File: config.mk
export PLATFORM = sky130hd
export DESIGN_NAME = conv_seq_ctrl_flat
export DESIGN_NICKNAME = d
export VERILOG_FILES = /design/src/rtl/conv_seq_ctrl_pkg.sv /design/src/rtl/conv_seq_ctrl_if.sv /design/src/rtl/conv_seq_ctrl_mac.sv /design/src/rtl/conv_seq_ctrl.sv /design/src/flat_wrapper.sv
export SDC_FILE = /design/constraint.sdc
export NUM_CORES = 1
export LEC_CHECK = 0
export ABC_AREA = 0
export BUFFER_PORTS_ARGS = -buffer_cell sky130_fd_sc_hd__buf_2
export CORE_MARGIN = 4
export CORE_UTILIZATION = 45
export DETAILED_ROUTE_END_ITERATION = 10
export GPL_TIMING_DRIVEN = 0
export MAX_ROUTING_LAYER = met4
export PLACE_DENSITY = 0.7
export SYNTH_ARGS = -nofsm -noshare
export SYNTH_HDL_FRONTEND = slang
export SYNTH_SLANG_ARGS = --single-unit
File: constraint.sdc
create_clock -name clk -period 5.5 [get_ports clk]
set_input_delay 1.1 -clock clk [delete_from_list [all_inputs] [get_ports clk]]
set_output_delay 1.1 -clock clk [all_outputs]
set_load 0.05 [all_outputs]
File: src/rtl/conv_seq_ctrl_pkg.sv
// Shared constants, FSM state encoding and accumulator sizing for the convolution sequencer.
package conv_pkg;

   localparam int unsigned DEF_DATA_WIDTH = 8;
   localparam int unsigned DEF_ADDR_WIDTH = 3;
   localparam int unsigned DEF_Z_WIDTH    = 16;

   typedef logic [2:0] state_t;

   localparam state_t StIdle  = 3'd0;
   localparam state_t StRead  = 3'd1;
   localparam state_t StMac   = 3'd2;
   localparam state_t StWrite = 3'd3;
   localparam state_t StDone  = 3'd4;

   // Holds up to 2^aw products of two dw-bit words without overflow.
   function automatic int unsigned acc_width(input int unsigned dw, input int unsigned aw);
      return 2 * dw + aw;
   endfunction

endpackage

File: src/rtl/conv_seq_ctrl_if.sv
// Memory-side bus of the convolution sequencer: memX/memY read ports and memZ write port.
interface conv_seq_ctrl_if
   import conv_pkg::*;
#(
   parameter int unsigned DATA_WIDTH = DEF_DATA_WIDTH,
   parameter int unsigned ADDR_WIDTH = DEF_ADDR_WIDTH,
   parameter int unsigned Z_WIDTH    = DEF_Z_WIDTH
);

   logic [ADDR_WIDTH-1:0] x_addr;
   logic                  x_re;
   logic [DATA_WIDTH-1:0] x_data;
   logic [ADDR_WIDTH-1:0] y_addr;
   logic                  y_re;
   logic [DATA_WIDTH-1:0] y_data;
   logic [ADDR_WIDTH:0]   z_addr;
   logic                  z_we;
   logic [Z_WIDTH-1:0]    z_data;

   modport master (
      output x_addr, x_re, y_addr, y_re, z_addr, z_we, z_data,
      input  x_data, y_data
   );

   modport slave (
      input  x_addr, x_re, y_addr, y_re, z_addr, z_we, z_data,
      output x_data, y_data
   );

endinterface

File: src/rtl/conv_seq_ctrl_mac.sv
// Unsigned multiply-accumulator with Z_WIDTH result reduction.
// CONV_SEQ_SATURATE_EN selects saturation instead of modulo truncation.
module conv_mac
   import conv_pkg::*;
#(
   parameter int unsigned DATA_WIDTH = DEF_DATA_WIDTH,
   parameter int unsigned ACC_WIDTH  = acc_width(DEF_DATA_WIDTH, DEF_ADDR_WIDTH),
   parameter int unsigned Z_WIDTH    = DEF_Z_WIDTH
) (
   input  logic                  clk,
   input  logic                  rst_n,
   input  logic                  clear,
   input  logic                  acc_en,
   input  logic [DATA_WIDTH-1:0] a,
   input  logic [DATA_WIDTH-1:0] b,
   output logic [ACC_WIDTH-1:0]  acc,
   output logic [Z_WIDTH-1:0]    z
);

   logic [2*DATA_WIDTH-1:0] prod;
   logic [ACC_WIDTH-1:0]    acc_q;

   assign prod = {{DATA_WIDTH{1'b0}}, a} * {{DATA_WIDTH{1'b0}}, b};

   always_ff @(posedge clk or negedge rst_n) begin
      if (!rst_n) begin
         acc_q <= '0;
      end else if (clear) begin
         acc_q <= '0;
      end else if (acc_en) begin
         acc_q <= acc_q + ACC_WIDTH'(prod);
      end
   end

   assign acc = acc_q;

`ifdef CONV_SEQ_SATURATE_EN
   always_comb begin
      z = Z_WIDTH'(acc_q);
      if ((acc_q >> Z_WIDTH) != '0) begin
         z = '1;
      end
   end
`else
   assign z = Z_WIDTH'(acc_q);
`endif

endmodule

File: src/rtl/conv_seq_ctrl.sv
// Convolution sequencer: walks z[i] = sum x[j]*y[i-j], reading memX/memY and writing memZ.
// Result reduction to Z_WIDTH is selected by CONV_SEQ_SATURATE_EN (see conv_mac).
module conv_seq_ctrl
   import conv_pkg::*;
#(
   parameter int unsigned DATA_WIDTH = DEF_DATA_WIDTH,
   parameter int unsigned ADDR_WIDTH = DEF_ADDR_WIDTH,
   parameter int unsigned Z_WIDTH    = DEF_Z_WIDTH
) (
   input  logic                  clk,
   input  logic                  rst_n,
   input  logic                  start,
   input  logic [ADDR_WIDTH-1:0] size_x,
   input  logic [ADDR_WIDTH-1:0] size_y,
   output logic                  busy,
   output logic                  done,
   conv_seq_ctrl_if.master       mem
);

   localparam int unsigned ACC_WIDTH = acc_width(DATA_WIDTH, ADDR_WIDTH);
   localparam int unsigned IW        = ADDR_WIDTH + 1;

   state_t                state_q, state_d;
   logic [IW-1:0]         i_q, i_d;
   logic [ADDR_WIDTH-1:0] j_q, j_d, sx_q, sx_d, sy_q, sy_d;
   logic [IW-1:0]         sx_ext, sy_ext, i_inc, i_last, jmax, jmin_full;
   logic [ADDR_WIDTH-1:0] jmin_inc;
   logic                  j_at_max, i_at_last, acc_clear, acc_en;
   logic                  unused_jbit, unused_ybit;
   logic [ACC_WIDTH-1:0]  acc_unused;

   assign sx_ext    = IW'(sx_q);
   assign sy_ext    = IW'(sy_q);
   assign i_inc     = i_q + IW'(1);
   assign i_last    = sx_ext + sy_ext - IW'(2);
   assign jmax      = (i_q < sx_ext - IW'(1)) ? i_q : sx_ext - IW'(1);
   // jmin of the next output index; always < size_x, so it fits in j.
   assign jmin_full = (i_inc >= sy_ext - IW'(1)) ? i_inc - (sy_ext - IW'(1)) : '0;
   assign {unused_jbit, jmin_inc} = jmin_full;
   assign j_at_max  = (IW'(j_q) == jmax);
   assign i_at_last = (i_q == i_last);

   always_comb begin
      state_d   = state_q;
      i_d       = i_q;
      j_d       = j_q;
      sx_d      = sx_q;
      sy_d      = sy_q;
      acc_clear = 1'b0;
      acc_en    = 1'b0;
      case (state_q)
         StIdle: begin
            if (start) begin
               sx_d      = size_x;
               sy_d      = size_y;
               i_d       = '0;
               j_d       = '0;
               acc_clear = 1'b1;
               state_d   = (size_x == '0 || size_y == '0) ? StDone : StRead;
            end
         end
         StRead:  state_d = StMac;
         StMac: begin
            acc_en = 1'b1;
            if (j_at_max) begin
               state_d = StWrite;
            end else begin
               j_d     = j_q + ADDR_WIDTH'(1);
               state_d = StRead;
            end
         end
         StWrite: begin
            if (i_at_last) begin
               state_d = StDone;
            end else begin
               i_d       = i_inc;
               j_d       = jmin_inc;
               acc_clear = 1'b1;
               state_d   = StRead;
            end
         end
         StDone:  state_d = StIdle;
         default: state_d = StIdle;
      endcase
   end

   always_ff @(posedge clk or negedge rst_n) begin
      if (!rst_n) begin
         state_q <= StIdle;
         i_q     <= '0;
         j_q     <= '0;
         sx_q    <= '0;
         sy_q    <= '0;
      end else begin
         state_q <= state_d;
         i_q     <= i_d;
         j_q     <= j_d;
         sx_q    <= sx_d;
         sy_q    <= sy_d;
      end
   end

   assign busy       = (state_q != StIdle);
   assign done       = (state_q == StDone);
   assign mem.x_re   = (state_q == StRead);
   assign mem.y_re   = (state_q == StRead);
   assign mem.z_we   = (state_q == StWrite);
   assign mem.x_addr = j_q;
   assign mem.z_addr = i_q;
   assign {unused_ybit, mem.y_addr} = i_q - IW'(j_q);

   conv_mac #(
      .DATA_WIDTH (DATA_WIDTH),
      .ACC_WIDTH  (ACC_WIDTH),
      .Z_WIDTH    (Z_WIDTH)
   ) u_mac (
      .clk    (clk),
      .rst_n  (rst_n),
      .clear  (acc_clear),
      .acc_en (acc_en),
      .a      (mem.x_data),
      .b      (mem.y_data),
      .acc    (acc_unused),
      .z      (mem.z_data)
   );

endmodule

File: src/flat_wrapper.sv
// flat-port wrapper written by rule: the top's interface ports become plain ports
module conv_seq_ctrl_flat import conv_pkg::*;
#(
   parameter int unsigned DATA_WIDTH = DEF_DATA_WIDTH,
   parameter int unsigned ADDR_WIDTH = DEF_ADDR_WIDTH,
   parameter int unsigned Z_WIDTH    = DEF_Z_WIDTH
)
  (clk, rst_n, start, size_x, size_y, busy, done, mem_x_addr, mem_x_re, mem_y_addr, mem_y_re, mem_z_addr, mem_z_we, mem_z_data, mem_x_data, mem_y_data);
  conv_seq_ctrl_if #(.DATA_WIDTH(DATA_WIDTH), .ADDR_WIDTH(ADDR_WIDTH), .Z_WIDTH(Z_WIDTH)) mem_i ();
  input  logic clk;
  input  logic rst_n;
  input  logic start;
  input  logic [ADDR_WIDTH-1:0] size_x;
  input  logic [ADDR_WIDTH-1:0] size_y;
  output logic busy;
  output logic done;
  output wire logic [$bits(mem_i.x_addr)-1:0] mem_x_addr;
  output wire logic [$bits(mem_i.x_re)-1:0] mem_x_re;
  output wire logic [$bits(mem_i.y_addr)-1:0] mem_y_addr;
  output wire logic [$bits(mem_i.y_re)-1:0] mem_y_re;
  output wire logic [$bits(mem_i.z_addr)-1:0] mem_z_addr;
  output wire logic [$bits(mem_i.z_we)-1:0] mem_z_we;
  output wire logic [$bits(mem_i.z_data)-1:0] mem_z_data;
  input wire logic [$bits(mem_i.x_data)-1:0] mem_x_data;
  input wire logic [$bits(mem_i.y_data)-1:0] mem_y_data;
  assign mem_x_addr = mem_i.x_addr;
  assign mem_x_re = mem_i.x_re;
  assign mem_y_addr = mem_i.y_addr;
  assign mem_y_re = mem_i.y_re;
  assign mem_z_addr = mem_i.z_addr;
  assign mem_z_we = mem_i.z_we;
  assign mem_z_data = mem_i.z_data;
  assign mem_i.x_data = mem_x_data;
  assign mem_i.y_data = mem_y_data;
  conv_seq_ctrl #(.DATA_WIDTH(DATA_WIDTH), .ADDR_WIDTH(ADDR_WIDTH), .Z_WIDTH(Z_WIDTH)) u_core (.clk(clk), .rst_n(rst_n), .start(start), .size_x(size_x), .size_y(size_y), .busy(busy), .done(done), .mem(mem_i));
endmodule
==> impl_metrics.py, run 1 <==
metrics = {
    "outcome": {
        "status": "completed",
    },
    "finish": {
        "fillers": 951,
        "areaGrowthSynthToFinish_pct": 11.45,
        "finalNetCount": 702,
        "fin_util_pct": 51.69,
        "n_antenna_cell": 0,
        "drive_gt1_share_pct": 13.24,
    },
    "detailed_routing": {
        "drtIter0Drc": 161,
        "drt.antenna.violating_nets": 0,
        "first_pass_iters": 5,
        "wl_per_cell_um": 13.69,
        "vias": 3637,
        "wirelength_um": 9677,
        "vias_per_cell": 5.144,
        "drc": 0,
    },
    "cts": {
        "clock_path_buffers": 2,
        "htree_levels": 2,
        "cts_resized": 0,
        "cts_tree": "built",
        "clk_latency_ps": 290,
        "cts_hold_buf": 0,
        "post-cts-setup-buffers": 0,
        "cts_sinks": 32,
        "clk_pin_slew_ps": 70,
        "cts_made_buffers": 5,
        "root_buffer": "clkbuf_8",
    },
    "synthesis": {
        "synth_edf_count": 0,
        "netlist_instances": 514,
        "synthFlopType": "dfrtp_1",
        "synth_top_area_share_pct": 23.41,
        "yosysWarnings": 0,
        "yosysUniqueCellTypes": 53,
        "yosysMostFrequentCell": "inv_1",
        "ys_ff_latch": 32,
        "synth_area_um2": 4533,
        "yosysSeqAreaShare_pct": 17.66,
        "ys_top_cells_by_area": "fa_1, dfrtp_1, ha_1",
        "ys_top_cells_by_count": "inv_1, nand2_1, fa_1",
        "async_reset_ff_share_pct": 100.0,
        "synth_area_per_cell_um2": 8.819,
        "syn_nets": 643,
        "synth_top_cell_by_area": "fa_1",
    },
    "min_path": {
        "hold_class": "reg2reg",
        "hold_depth": 2,
        "hp-start": "u_core.u_mac.acc[5]",
        "hold_end": "u_core.u_mac.acc[5]",
    },
    "die": {
        "io_pins": 56,
        "core_area_um2": 9774,
        "die_height_um": 108.4,
        "placement_rows": 36,
        "initial_core_util_pct": 46.38,
        "die-area_um2": 11740,
        "die_width_um": 108.4,
    },
    "power": {
        "p_switching_uw": 1499,
        "comb_power_share_pct": 79.8,
        "p_int_uw": 1343,
        "leakage_uw": 0.002738,
        "ir_drop_mv": 0.3530,
        "pwr-share-clk_pct": 6.6,
        "seqPwrFrac_pct": 13.6,
        "switching_share_pct": 52.76,
        "power_density_nw_per_um2": 562.5,
    },
    "setup_path": {
        "worstPathArrival_ps": 5310,
        "rr_startpoint": "u_core.u_mac.acc[7]",
        "cp_slowest_stage_delay_ps": 560,
        "path_cells": "clkbuf_1 -> nand2_1 -> fa_1 -> inv_1 -> fa_1 -> fa_1 -> inv_1 -> fa_1 -> inv_1 -> ha_1 -> a2111oi_0 -> o21ai_0 -> a41oi_1 -> xor2_1 -> o21ai_0",
        "cp-start-kind": "input port",
        "worstPathRequired_ps": 5650,
        "r2r_cells": 14,
        "criticalPathCategory": "in2reg",
        "end_kind": "flop",
        "r2r_end": "u_core.u_mac.acc[13]",
        "reg2reg_slack_ps": 1240,
        "crit_slowest_cell": "fa_1",
        "cpMostUsedCell": "fa_1",
        "critical_path.max_fanout": 8,
    },
    "global_route": {
        "grt_pass1_vias": 3699,
        "antenna_found_initial": 0,
        "grt_pass1_wl_um": 17240,
        "grt_max_degree": 33,
        "globalRouteTotalUtil_pct": 18.45,
        "grt_overflow": 0,
    },
    "placed_design": {
        "port_buffers": 52,
        "gp_congestion": 0.8595,
        "dpl_worst_slack_ps": 55.72,
        "hpwlAfterDp_um": 8204,
    },
    "sta": {
        "fin_tns_setup_ps": 0,
        "tightest_slew_ps": 717.7,
        "fmax_mhz": 193.8,
        "setup_viol": 0,
        "finalClockSkew_ps": 10.75,
        "final_max_slew_viol_count": 0,
        "layout_min_cycle_time_ps": 5161,
        "hold_viol": 0,
        "hold_ws_ps": 538.8,
        "grt_setup_unrepaired": "no",
        "fin_crit_sh_pct": 93.84,
        "slew_headroom_pct": 52.15,
        "fin_ws_ps": 338.7,
    },
    "flow_run": {
        "max_cap_viol_count": 0,
    },
}
## flip-flops by register name (all words and copies together) (netlist names)
| signal | cells |
|---|---|
| u_core.state_q | 3 |
| u_core.sy_q | 3 |
| u_core.u_mac.acc | 16 |
| u_core.mem.z_addr | 4 |
| u_core.sx_q | 3 |
| u_core.mem.x_addr | 3 |
## worst max-delay path by stage
stage / from / to / slack (ps) / cells after the start
2_1_floorplan: mem_x_data[5] / u_core.u_mac.acc[12] / 480 / 15
3_3_place_gp: mem_x_data[5] / u_core.u_mac.acc[12] / 80 / 15
6_report: mem_x_data[5] / u_core.u_mac.acc[12] / 340 / 15
4_1_cts: mem_x_data[5] / u_core.u_mac.acc[12] / 330 / 15
5_1_grt: mem_x_data[5] / u_core.u_mac.acc[12] / 100 / 15
3_5_place_dp: mem_x_data[5] / u_core.u_mac.acc[12] / 60 / 15
## power groups by stage
stage	clock [µW]	sequential (µW)	combinational, µW
3_3_place_gp	0	391	2200
5_1_grt	200	397	2600
2_1_floorplan	0	565	1610
3_5_place_dp	0	394	2270
6_report	187	386	2270
4_1_cts	192	388	2290
## layout by cell type, fill, tap and decap left out, types with 11 or more instances in the layout
cell type,count
inv_1,115
buf_2,54
xnor2_1,13
a21oi_1,11
dfrtp_1,32
fa_1,53
nand2_1,58
o21ai_0,23
ha_1,51
nor2_1,15
and2_1,35
## worst max-delay path, delay by kind of cell
family	cells	cell delay, ps
compound gates	4	1010
xor+xnor	1	170
buf+inv	4	450
fa+ha+maj	5	2460
simple gates	1	140
## metal layers
| metal | vias to the layer above | track usage, % | routed length [µm] |
|---|---|---|---|
| li1 | 1728 | - | - |
| met1 | 1793 | 24.53 | 4248 |
| met2 | 110 | 31.57 | 4957 |
| met3 | 6 | 1.731 | 423 |
| met4 | 0 | 2.615 | 47 |
| met5 | - | - | 0 |
## through the flow
| stage | instance area [µm²] | total power, µW | std cells |
|---|---|---|---|
| floorplan | 4533 | 2179 | 514 |
| global placement | 4960 | 2589 | 699 |
| detailed placement | 4960 | 2659 | 699 |
| CTS | 5052 | 2875 | 707 |
| global route | 5052 | 3197 | 707 |
| finish | 5052 | 2842 | 707 |
## layout make-up
class / count / area, µm² / area share [%]
multi-input cells: 353 / 3234 / 64.02
clock inverters: 2 / 10.01 / 0.1981
inverters: 115 / 431.7 / 8.544
plain buffers: 14 / 66.31 / 1.313
clock buffers: 6 / 82.58 / 1.634
repair buffers: 52 / 260.3 / 5.151
flip-flops and latches: 32 / 800.8 / 15.85
well taps: 133 / 166.4 / 3.294
## cell families (layout without fill, tap and decap cells)
kind of cell,Yosys count,after routing,synth area share (%)
AO/OA/AOI/OAI,73,73,10.88
XOR/XNOR,24,24,5.134
adder cells (fa/ha/maj),104,104,37.48
buffers and inverters,129,189,10.99
flip-flops,32,32,17.66
multiplexers,7,7,1.684
AND/OR/NAND/NOR,145,145,16.17
Note: power is estimated with default switching activity, not from simulation.
==> inputs of run 2 (changes only) <==
Settings changed: PLACE_DENSITY 0.7 to default.
==> impl_metrics.py, run 2 (synthesis gave the netlist of run 1 again) <==
metrics = {
    "setup_path": {
        "worstPathRequired_ps": 5640,
        "cpMostUsedCell": "fa_1",
        "cp_slowest_stage_delay_ps": 550,
        "rr_startpoint": "u_core.u_mac.acc[7]",
        "reg2reg_slack_ps": 1250,
        "r2r_end": "u_core.u_mac.acc[15]",
        "worstPathArrival_ps": 5380,
        "path_cells": "clkbuf_1 -> nand2_1 -> fa_1 -> inv_1 -> fa_1 -> fa_1 -> inv_1 -> fa_1 -> inv_1 -> ha_1 -> a2111oi_0 -> o21ai_0 -> a41oi_1 -> xor2_1 -> o21ai_0",
        "end_kind": "flop",
        "critical_path_buf_inv_count": 4,
        "cpLargestDelayFamily": "adder cells",
        "startpoint": "mem_x_data[5]",
        "critical_path.max_fanout": 8,
        "criticalPathCategory": "in2reg",
        "crit_slowest_cell": "fa_1",
        "r2r_cells": 15,
        "cp-start-kind": "input port",
    },
    "finish": {
        "final_common_cell": "inv_1",
        "n_antenna_cell": 0,
        "drive_gt1_share_pct": 13.24,
        "fillers": 945,
        "largest_reg_flops": 16,
        "final_cell_mix": "inv_1, nand2_1, buf_2, fa_1, ha_1",
        "areaGrowthSynthToFinish_pct": 12.20,
        "fin_util_pct": 52.04,
        "finalNetCount": 702,
    },
    "sta": {
        "fin_ws_ps": 268.4,
        "slew_headroom_pct": 48.24,
        "hold_viol": 0,
        "fin_crit_sh_pct": 95.12,
        "final_max_slew_viol_count": 0,
        "layout_min_cycle_time_ps": 5232,
        "setup_viol": 0,
        "finalClockSkew_ps": 13.59,
        "fmax_mhz": 191.1,
        "grt_setup_unrepaired": "no",
        "tightest_slew_ps": 776.4,
    },
    "cts": {
        "cts_made_buffers": 5,
        "clock_path_buffers": 2,
        "post-cts-setup-buffers": 0,
        "htree_levels": 2,
        "clk_latency_ps": 280,
        "cts_tree": "built",
        "cts_sinks": 32,
        "cts_resized": 0,
        "clk_pin_slew_ps": 70,
        "root_buffer": "clkbuf_8",
        "cts_hold_buf": 0,
    },
    "detailed_routing": {
        "wl_per_cell_um": 13.78,
        "wirelength_um": 9741,
        "drtIter0Drc": 163,
        "drc": 0,
        "vias": 3515,
        "drt.antenna.violating_nets": 0,
        "vias_per_cell": 4.972,
        "first_pass_iters": 4,
    },
    "outcome": {
        "status": "completed",
    },
    "global_route": {
        "grt_max_degree": 33,
        "globalRouteTotalUtil_pct": 18.34,
        "antenna_found_initial": 0,
        "grt_pass1_wl_um": 17000,
        "grt_overflow": 0,
        "grt_pass1_vias": 3652,
    },
    "die": {
        "placement_rows": 36,
        "initial_core_util_pct": 46.38,
        "die_width_um": 108.4,
        "die_height_um": 108.4,
        "die-area_um2": 11740,
        "core_area_um2": 9774,
        "io_pins": 56,
    },
    "flow_run": {
        "max_cap_viol_count": 0,
    },
    "min_path": {
        "hp-start": "u_core.u_mac.acc[7]",
        "hold_class": "reg2reg",
        "hold_depth": 2,
        "hold_end": "u_core.u_mac.acc[7]",
    },
    "power": {
        "power_density_nw_per_um2": 565.3,
        "ir_drop_mv": 0.3589,
        "leakage_uw": 0.002752,
    },
    "placed_design": {
        "gp_congestion": 0.8508,
        "dpl_worst_slack_ps": -53.30,
        "port_buffers": 52,
        "hpwlAfterDp_um": 8103,
    },
}
run 2: changes by cell type in the layout (fill, tap and decap cells not counted):
cell and change:
bufinv_16 +1, clkbuf_8 +1, clkinv_2 -2
run 2: worst max-delay path by stage:
| stage | end | cells past startpoint |
|---|---|---|
| after CTS | u_core.u_mac.acc[12] | 15 |
| after detailed placement | u_core.u_mac.acc[12] | 15 |
| after floorplan | u_core.u_mac.acc[12] | 15 |
| final | u_core.u_mac.acc[12] | 15 |
| after global placement | u_core.u_mac.acc[12] | 15 |
| after global routing | u_core.u_mac.acc[12] | 15 |
run 2: worst min-delay path, stage by stage (launching register included):
cell and delay (ps):
dfrtp_1 380, nand2_1 50, o21ai_0 70
run 2: per-stage QoR:
step | power (µW) | hold slack (ps) | instances | instance area, µm² | setup TNS, ps
6_report | 2875 | 533.7 | 707 | 5086 | 0
5_1_grt | 3225 | 572.2 | 707 | 5086 | 0
4_1_cts | 2902 | 541.1 | 707 | 5086 | 0
3_5_place_dp | 2635 | 522.8 | 699 | 4960 | -53.30
3_3_place_gp | 2587 | 514.3 | 699 | 4960 | 0
2_1_floorplan | 2179 | 534.0 | 514 | 4533 | 0
run 2: routing by layer:
metal / track usage [%] / wire length, µm / up-vias / share of wire [%]
li1: - / - / 1733 / -
met1: 25.09 / 4742 / 1713 / 49
met2: 30.24 / 4643 / 66 / 48
met3: 2.090 / 335 / 3 / 3.4
met4: 2.705 / 21 / 0 / 0.22
met5: - / 0 / - / 0
run 2: power breakdown:
| part | switching, µW | internal [µW] | total (µW) |
|---|---|---|---|
| combinational | 1330 | 909 | 2240 |
| sequential | 57.5 | 328 | 385 |
| clock | 89.2 | 160 | 249 |
run 2: cell type report:
type	instances	area, µm²	area share (%)
plain buffers	14	66.31	1.304
clock buffers	7	96.34	1.894
clock inverters	1	30.03	0.5904
inverters	115	431.7	8.487
multi-input cells	353	3234	63.59
flip-flops and latches	32	800.8	15.74
well taps	133	166.4	3.272
repair buffers	52	260.3	5.117
